===== src/rtl/e203_pad_cond.sv =====
// e203_pad_cond: GPIO pad conditioning between raw IO buffers and the SoC.
//   - Input path: per-channel synchronizer chain, optional debounce filter,
//     one-cycle edge pulses and sticky interrupt pending bits.
//   - Output path: one-cycle registered drive value and enable (tristate = ~pad_o_oe).
// Optional feature macro: E203_PAD_DEBOUNCE_EN
//   defined   -> per-channel DB_W-bit debounce counters compared against db_limit
//   undefined -> no counters, db_limit ignored, stable follows the synchronizer
// SYNC_STAGES must be at least 2.
module e203_pad_cond #(
  parameter int                GPIO_W      = 32,
  parameter int                SYNC_STAGES = 2,
  parameter int                DB_W        = 16,
  parameter logic [GPIO_W-1:0] IN_RST_VAL  = {GPIO_W{1'b1}}
) (
  input  logic              clk,
  input  logic              rst_n,
  input  logic [GPIO_W-1:0] pad_i_ival,
  input  logic [DB_W-1:0]   db_limit,
  input  logic [GPIO_W-1:0] rise_ie,
  input  logic [GPIO_W-1:0] fall_ie,
  input  logic [GPIO_W-1:0] pend_clr,
  input  logic [GPIO_W-1:0] core_o_oval,
  input  logic [GPIO_W-1:0] core_o_oe,
  output logic [GPIO_W-1:0] sync_ival,
  output logic [GPIO_W-1:0] rise_evt,
  output logic [GPIO_W-1:0] fall_evt,
  output logic [GPIO_W-1:0] pend,
  output logic              irq,
  output logic [GPIO_W-1:0] pad_o_oval,
  output logic [GPIO_W-1:0] pad_o_oe
);

  // Synchronizer chain; the last stage is the channel's synchronized value.
  logic [GPIO_W-1:0] sync_q [SYNC_STAGES];
  logic [GPIO_W-1:0] sync_w;

  logic [GPIO_W-1:0] stable_q, stable_d;
  logic [GPIO_W-1:0] rise_q, fall_q;
  logic [GPIO_W-1:0] pend_q, pend_d;
  logic [GPIO_W-1:0] oval_q, oe_q;

  assign sync_w = sync_q[SYNC_STAGES-1];

`ifdef E203_PAD_DEBOUNCE_EN
  logic [DB_W-1:0] cnt_q [GPIO_W];
  logic [DB_W-1:0] cnt_d [GPIO_W];

  // Debounce: count consecutive mismatch cycles, accept once the count reaches db_limit.
  always_comb begin
    // NOTE: every output gets a default before any branch so no latch is inferred.
    stable_d = stable_q;
    for (int i = 0; i < GPIO_W; i++) begin
      cnt_d[i] = '0;
      if (sync_w[i] != stable_q[i]) begin
        if (cnt_q[i] >= db_limit) begin
          stable_d[i] = sync_w[i];
        end else if (cnt_q[i] != {DB_W{1'b1}}) begin
          cnt_d[i] = cnt_q[i] + DB_W'(1);
        end else begin
          cnt_d[i] = cnt_q[i];
        end
      end
    end
  end

  // Debounce counter state; a reset mid-count abandons the count.
  always_ff @(posedge clk or negedge rst_n) begin
    if (!rst_n) begin
      for (int i = 0; i < GPIO_W; i++) cnt_q[i] <= '0;
    end else begin
      for (int i = 0; i < GPIO_W; i++) cnt_q[i] <= cnt_d[i];
    end
  end
`else
  // Without the filter, db_limit has no function; stable tracks sync every cycle.
  logic unused_db_limit;
  assign unused_db_limit = ^db_limit;
  assign stable_d        = sync_w;
`endif

  // Pending bits: a new event sets, pend_clr clears, set wins on collision.
  always_comb begin
    pend_d = (rise_q & rise_ie) | (fall_q & fall_ie) | (pend_q & ~pend_clr);
  end

  // All channel state: synchronizer, stable value, edge pulses, pending, pad drive.
  always_ff @(posedge clk or negedge rst_n) begin
    if (!rst_n) begin
      // NOTE: the synchronizer array is ordinary flops and is reset like any other register,
      // so the pull-up level is seen from the first cycle and no spurious edge appears.
      for (int s = 0; s < SYNC_STAGES; s++) sync_q[s] <= IN_RST_VAL;
      stable_q <= IN_RST_VAL;
      rise_q   <= '0;
      fall_q   <= '0;
      pend_q   <= '0;
      oval_q   <= '0;
      oe_q     <= '0;
    end else begin
      // NOTE: non-blocking assignments so every stage samples the previous-cycle value.
      sync_q[0] <= pad_i_ival;
      for (int s = 1; s < SYNC_STAGES; s++) sync_q[s] <= sync_q[s-1];
      stable_q <= stable_d;
      rise_q   <= stable_d & ~stable_q;
      fall_q   <= ~stable_d & stable_q;
      pend_q   <= pend_d;
      oval_q   <= core_o_oval;
      oe_q     <= core_o_oe;
    end
  end

  assign sync_ival  = stable_q;
  assign rise_evt   = rise_q;
  assign fall_evt   = fall_q;
  assign pend       = pend_q;
  assign irq        = |pend_q;
  assign pad_o_oval = oval_q;
  assign pad_o_oe   = oe_q;

endmodule


===== config.mk =====
export PLATFORM = sky130hd
export DESIGN_NAME = e203_pad_cond
export DESIGN_NICKNAME = d
export VERILOG_FILES = /design/src/rtl/e203_pad_cond.sv
export SDC_FILE = /design/constraint.sdc
export NUM_CORES = 1
export LEC_CHECK = 0
export ABC_AREA = 1
export CORE_AREA = 2 2 157 159
export DETAILED_ROUTE_END_ITERATION = 8
export DIE_AREA = 0 0 159 161
export GPL_TIMING_DRIVEN = 0
export PLACE_DENSITY = 0.68
export SLEW_MARGIN = 0
export SYNTH_ARGS = -nofsm -noshare
export SYNTH_HDL_FRONTEND = slang
export SYNTH_SLANG_ARGS = --single-unit
export TNS_END_PERCENT = 10

===== constraint.sdc =====
create_clock -name clk -period 1.4 [get_ports clk]
set_input_delay 0.42 -clock clk [delete_from_list [all_inputs] [get_ports clk]]
set_output_delay 0.42 -clock clk [all_outputs]
set_load 0.01 [all_outputs]

Yosys cells after proc, flatten, opt, wreduce, memory -nomap -nowiden --
Cells that the tools add are included.
Operators by class: reductions and logical operators 1, muxes and demuxes 0, multipliers 0, order comparisons 0, add/subtract/negate cells 0, shift-type cells 0, eq/ne operators 0, bitwise gates (word level) 10, div/mod/pow operators 0
Operators by type and width (number):
- 32-bit AND | 5
- 32-bit NOT | 3
- 32-bit OR | 2
- 32-bit OR reduction | 1
Storage, ports and cells: bits in read-only memories 0, logic and storage cells 19, memories kept 0, bits in writable memories 0, output and inout bits 193, latch bits 0, register bits after elaboration 256

Depth between registers and ports, before layout --
Gate-level depths: netlist of the first run.
depth after elaboration 3, gate-level depth with buffers 6, gate-level depth less buffers 6

Worst setup path after synthesis of the first run --
No wires, ideal clock.
kind register to output, from reg pend_q[28], in the netlist pend[28], to out irq, slack 0.153 ns, cell stages (with the launch flop) 7, path buffers 0, arrival time 0.827 ns, path through dfrtp_1 -> inv_1 -> nand2_1 -> nor2_1 -> nand2_1 -> nor2_1 -> nand2_1
On the way: longest elaborated chain between the ends 1
RTL lines:
- from (decl) | RTL line 39 | logic [GPIO_W-1:0] pend_q, pend_d;
- from (signal assigned) | RTL line 105 | pend_q <= pend_d;
- 32-bit OR reduction | RTL line 115 | assign irq = |pend_q;
- to (decl) | RTL line 28 | output logic irq,
No other way between the ends.

Final worst setup path of the first run --
from reg pend_q[16], in the netlist pend[16], to out irq
The elaborated chain is that of the path after synthesis.

==> results_dict.tcl, run 1 <==
set metrics [dict create \
    async_flop_share 1.00 \
    critPathArrivalTime_ns 1.68 \
    r2r_start "sync_ival[1]" \
    cts.clk_slew.worst_paths_ns 0.06 \
    via_per_inst 4.04 \
    yosys-top-cells-count "160 x dfrtp_1, 96 x dfstp_2, 96 x inv_1" \
    rsz0062_at_grt "true" \
    dieArea_mm2 0.0256 \
    cts_sinks 256 \
    relSlewSlack 0.575 \
    p_sw_frac 0.218 \
    netlist_area_mm2 0.00772 \
    antenna_found_initial 0 \
    setup_viol 193 \
    fin_crit_sh 1.50 \
    critPathLaunchType "flop" \
    yosysTopAreaCell "dfrtp_1" \
    drv_cap 0 \
    fmax_mhz 477 \
    p_per_area_mw_per_mm2 1340 \
    power_frac_clock 0.410 \
    grt_use_total 0.153 \
    yosys_warnings 0 \
    drt_wl_total_um 20000 \
    ys_seq_area_frac 0.846 \
    grt_max_degree 130 \
    vias 5357 \
    max-vdd-ir-drop_v 0.000977 \
    worst_clock_skew_ns 0.00505 \
    stdcell_area_mm2 0.0127 \
    hold_slack_ns 0.309 \
    cts_tree "built" \
    dieHeight_um 161 \
    criticalPathCategory "flop to output pin" \
    synth_nets 751 \
    synth_edf_count 0 \
    p_int_mw 13.2 \
    syn_to_final_growth_pct 64.4 \
    violations "setup timing" \
    synth_most_common_cell "dfrtp_1" \
    syn-instance-count 541 \
    gp_congestion 0.829 \
    min_from "pad_i_ival[7]" \
    tightest_slew_ns 0.638 \
    die_x_um 159 \
    fill_cells 2097 \
    final_antenna_net_count 0 \
    io_pins 403 \
    initial_core_util 0.322 \
    clock_latency_ns 0.51 \
    synth.top_cell.area_share 0.519 \
    worstPathRequired_ns 0.98 \
    worstPathMaxFanout 2 \
    crit_path_end_kind "output pin" \
    rows 57 \
    hp-class "input pin to flop" \
    grt_pass1_wl_um 30800 \
    grt_pass1_vias 5594 \
    core_mm2 0.0240 \
    power_mw 16.9 \
    synth-seq-cells 256 \
    finalWorstSetupSlack_ns -0.698 \
    cts_buffers 27 \
    clockBufferDepth 3 \
    ys.flop_type "dfrtp_1" \
    numPortBuffers 386 \
    avgSynthCellArea_um2 14.3 \
    final_layout_size_suffix_gt1_frac 0.356 \
    drtIter0Drc 227 \
    p_seq_frac 0.484 \
    antenna-diode-count 0 \
    place_hpwl_um 14900 \
    yosysUniqueCellTypes 7 \
    switchingPower_mw 3.70 \
    cts_max_level 1 \
    grt_overflow 0 \
    drc 0 \
    slew_viol_final 0 \
    p_leak_nw 6.07 \
    routedWlPerCell_um 15.1 \
    pwr-share-comb 0.106 \
    status "finished with violations" \
    hold_viol_final 0 \
    startpoint "pend[16]" \
    synth_top_cells_by_area "dfrtp_1 52%, dfstp_2 33%, inv_1 4.7%" \
    fin_crit_ns 2.10 \
    dr.pass1.iters 4 \
    cts-root-buf "clkbuf_16" \
    fin_setup_tns_ns -14.06 \
    nets 1192 \
    dpl_cell_area_mm2 0.0120 \
]
sequential cells by signal, summed over array words and instances, names as in the netlist:
register / count
fall_evt: 32
pad_o_oe: 32
pad_o_oval: 32
pend: 32
rise_evt: 32
stable_d: 32
sync_ival: 32
sync_q: 32
logic make-up (layout without fill, tap and decap cells):
| kind of cell | after synthesis | in the layout | synth area share |
|---|---|---|---|
| AOI/OAI and AO/OA | 32 | 32 | 0.0311 |
| DFF | 256 | 256 | 0.846 |
| buffers and inverters | 96 | 557 | 0.0467 |
| and+or+nand+nor | 157 | 157 | 0.0767 |
final timing paths:
check | to | slack [ns] | depth (start not counted)
max in group asynchronous | pad_o_oval[24] | 0.19 | 3
worst max-delay path | irq | -0.70 | 7
worst max register to register | fall_evt[1] | 0.51 | 4
worst min-delay path | sync_q[39] | 0.31 | 1
worst min register to register | stable_d[10] | 0.35 | 0
min in group asynchronous | pend[13] | 0.34 | 2
layout make-up:
| class | instances | area (um2) | share of cell area |
|---|---|---|---|
| multi-input combinational | 189 | 837 | 0.0660 |
| inverter | 96 | 360 | 0.0284 |
| clock inverter | 2 | 35.0 | 0.00276 |
| clock buffer | 47 | 851 | 0.0670 |
| sequential | 256 | 6530 | 0.514 |
| timing repair buffer | 412 | 3680 | 0.290 |
| tap | 324 | 405 | 0.0319 |
power by group through the flow:
stage | registers [mW] | logic [mW] | clock network, mW
after floorplan | 8.44 | 0.239 | 0
after global placement | 8.30 | 1.88 | 0
after detailed placement | 8.32 | 1.92 | 0
after CTS | 8.20 | 1.75 | 7.22
after global routing | 8.25 | 1.95 | 7.53
final | 8.20 | 1.79 | 6.95
metal layers:
| layer | up-vias | share of wire | track usage |
|---|---|---|---|
| met5 | - | 0 | 0 |
| met4 | 0 | 0.020 | 0.0438 |
| met3 | 31 | 0.096 | 0.0557 |
| met2 | 234 | 0.52 | 0.273 |
| met1 | 2578 | 0.37 | 0.172 |
| li1 | 2514 | - | - |
through the flow:
| stage | cells | setup WS [ns] | utilization |
|---|---|---|---|
| after detailed placement | 1253 | -0.644 | 0.503 |
| after global routing | 1326 | -0.811 | 0.530 |
| after CTS | 1320 | -0.783 | 0.519 |
| final | 1326 | -0.698 | 0.530 |
| after floorplan | 541 | 0.153 | - |
| after global placement | 1251 | -10.52 | 0.500 |
critical path, cell delays in order (launching register included):
cell	delay [ns]
dfrtp_1	0.40
inv_1	0.08
nand2_1	0.08
nor2_2	0.21
nand2_1	0.08
nor2_1	0.12
nand2_1	0.06
buf_2	0.14
repair_timing:
action                                  4_1_cts  5_1_grt
gates resized for setup                     837       33
buffers inserted                             17        6
endpoints found under the hold margin        23        0
endpoints found under the setup margin      193      193
pin swaps                                     4        1
hold buffers                                  1        0
placed cells by master, fill, tap and decap left out, drive strengths merged, types with 32 or more instances in the layout:
cell	synthesis	layout
nand2	80	80
inv	96	96
clkbuf	0	47
buf	0	218
dfrtp	160	160
clkdlybuf4s50	0	192
nor2	76	76
dfstp	96	96
o211ai	32	32
Note: power is estimated with default switching activity, not from simulation.
==> inputs of run 2 (changes only) <==
Settings changed: ABC_CLOCK_PERIOD_IN_PS set to 1400, CAP_MARGIN set to 20.
==> results of run 2 <==
Same layout as run 1: the final DEF is identical, and so are final timing and power.
==> inputs of run 3 (changes only) <==
Settings changed: PLACE_DENSITY 0.68 to 0.78.
==> run 3 against run 2 <==
Effect of this change:
- sequential power hardly changed
- sequential share of layout area is 0.15 points lower
- the flow still finishes with violations (setup timing)
- core utilization is 0.14 points higher
- hold slack worse by 0.016 ns
- clock power hardly changed
==> results_dict.tcl, run 3 (synthesis results as in run 1) <==
set metrics [dict create \
    hp-class "input pin to flop" \
    core_mm2 0.0240 \
    status "finished with violations" \
    final_common_cell "clkdlybuf4s50_1" \
    fin_setup_tns_ns -16.41 \
    cts.clk_slew.worst_paths_ns 0.06 \
    place_hpwl_um 15400 \
    initial_core_util 0.322 \
    grt_pass1_wl_um 31600 \
    criticalPathCategory "flop to output pin" \
    multi_input_area_um2 845 \
    cp.depth 7 \
    cts_sinks 256 \
    p_leak_nw 6.10 \
    r2r_start "sync_ival[15]" \
    hold_viol_final 0 \
    fmax_mhz 494 \
    dieHeight_um 161 \
    dieArea_mm2 0.0256 \
    via_per_inst 4.05 \
    crit_path_cell_trace "inv_1, nand2_1, nor2_4, nand2_1, nor2_1, nand2_1, buf_2" \
    cts_max_level 1 \
    stdcell_area_mm2 0.0127 \
    regArea_mm2 0.00653 \
    cpLargestDelayFamily "simple AND/OR/NAND/NOR gates" \
    final_antenna_net_count 0 \
    r2r_cells 3 \
    cts-root-buf "clkbuf_16" \
    grt_max_degree 106 \
    p_per_area_mw_per_mm2 1330 \
    fin_crit_sh 1.45 \
    startpoint "pend[16]" \
    antenna_found_initial 0 \
    cpMostUsedCell "nand2_1" \
    cts_buffers 26 \
    clockBufferDepth 3 \
    slew_viol_final 0 \
    fin_crit_ns 2.03 \
    worst_clock_skew_ns 0.0142 \
    numPortBuffers 386 \
    drv_cap 0 \
    vias 5382 \
    max-vdd-ir-drop_v 0.00103 \
    rsz0062_at_grt "true" \
    post-place-ws_ns -0.539 \
    nets 1195 \
    cp_slowest_stage_delay_ns 0.39 \
    gp_congestion 0.791 \
    violations "setup timing" \
    grt_use_total 0.157 \
    crit_slowest_cell "dfrtp_1" \
    power_mw 17.0 \
    drt_wl_total_um 20300 \
    final_layout_size_suffix_gt1_frac 0.363 \
    fill_cells 2026 \
    worstPathMaxFanout 2 \
    syn_to_final_growth_pct 64.9 \
    critPathArrivalTime_ns 1.61 \
    relSlewSlack 0.657 \
    io_pins 403 \
    clock_latency_ns 0.53 \
    routedWlPerCell_um 15.3 \
    drc 0 \
    antenna-diode-count 0 \
    dr.pass1.iters 4 \
    fin_cells 1329 \
    dpl_cell_area_mm2 0.0120 \
    critPathLaunchType "flop" \
    die_x_um 159 \
    setup_viol 193 \
    min_from "pad_i_ival[7]" \
    crit_path_end_kind "output pin" \
    drtIter0Drc 163 \
    worstPathBufferInverterCount 2 \
    final_cell_mix "192 x clkdlybuf4s50_1, 160 x dfrtp_1, 110 x buf_2, 96 x inv_1, 96 x dfstp_2" \
    cts_tree "built" \
    fin_util 0.531 \
    hold_depth 1 \
    rows 57 \
    dp.cells 1253 \
    finalWorstSetupSlack_ns -0.625 \
    worstPathRequired_ns 0.98 \
    hold_slack_ns 0.293 \
    grt_pass1_vias 5915 \
    tightest_slew_ns 0.514 \
    grt_overflow 0 \
]
## run 3: where the power goes
part,switching (mW),total (mW),leakage (nW),internal (mW)
Combinational,0.772,1.83,2.69,1.06
Clock,2.75,6.92,0.436,4.17
Sequential,0.253,8.20,2.97,7.95
Total,3.78,17.0,6.10,13.2
## run 3: layout make-up
type | count | area share
inverters | 96 | 0.0283
repair buffers | 416 | 0.291
well taps | 324 | 0.0319
flip-flops and latches | 256 | 0.513
clock inverters | 10 | 0.00924
clock buffers | 38 | 0.0602
multi-input cells | 189 | 0.0664
## run 3: metal layers
metal  track usage  routed length, um
met5             0                  0
met1         0.165               7050
met4        0.0636                749
met3        0.0519               1740
met2         0.290              10800
## run 3: worst paths after layout
kind / endpoint / slack, ns
worst min-delay path: sync_q[39] / 0.29
worst max-delay path: irq / -0.63
worst max register to register: fall_evt[15] / 0.48
max in group asynchronous: sync_q[47] / 0.18
min in group asynchronous: pend[10] / 0.41
worst min register to register: stable_d[2] / 0.35
## run 3: what timing repair did
item / CTS / global route
gates cloned: 0 / 0
gates resized for setup: 839 / 36
hold buffers: 1 / 0
setup endpoints to repair: 193 / 258
buffers inserted: 19 / 9
pin swaps: 3 / 2
hold endpoints to repair: 33 / 0
## run 3: worst reg2reg max path, cell delays in order (launching register included)
cell,delay [ns]
dfstp_2,0.54
buf_4,0.10
inv_1,0.03
nor2_1,0.16
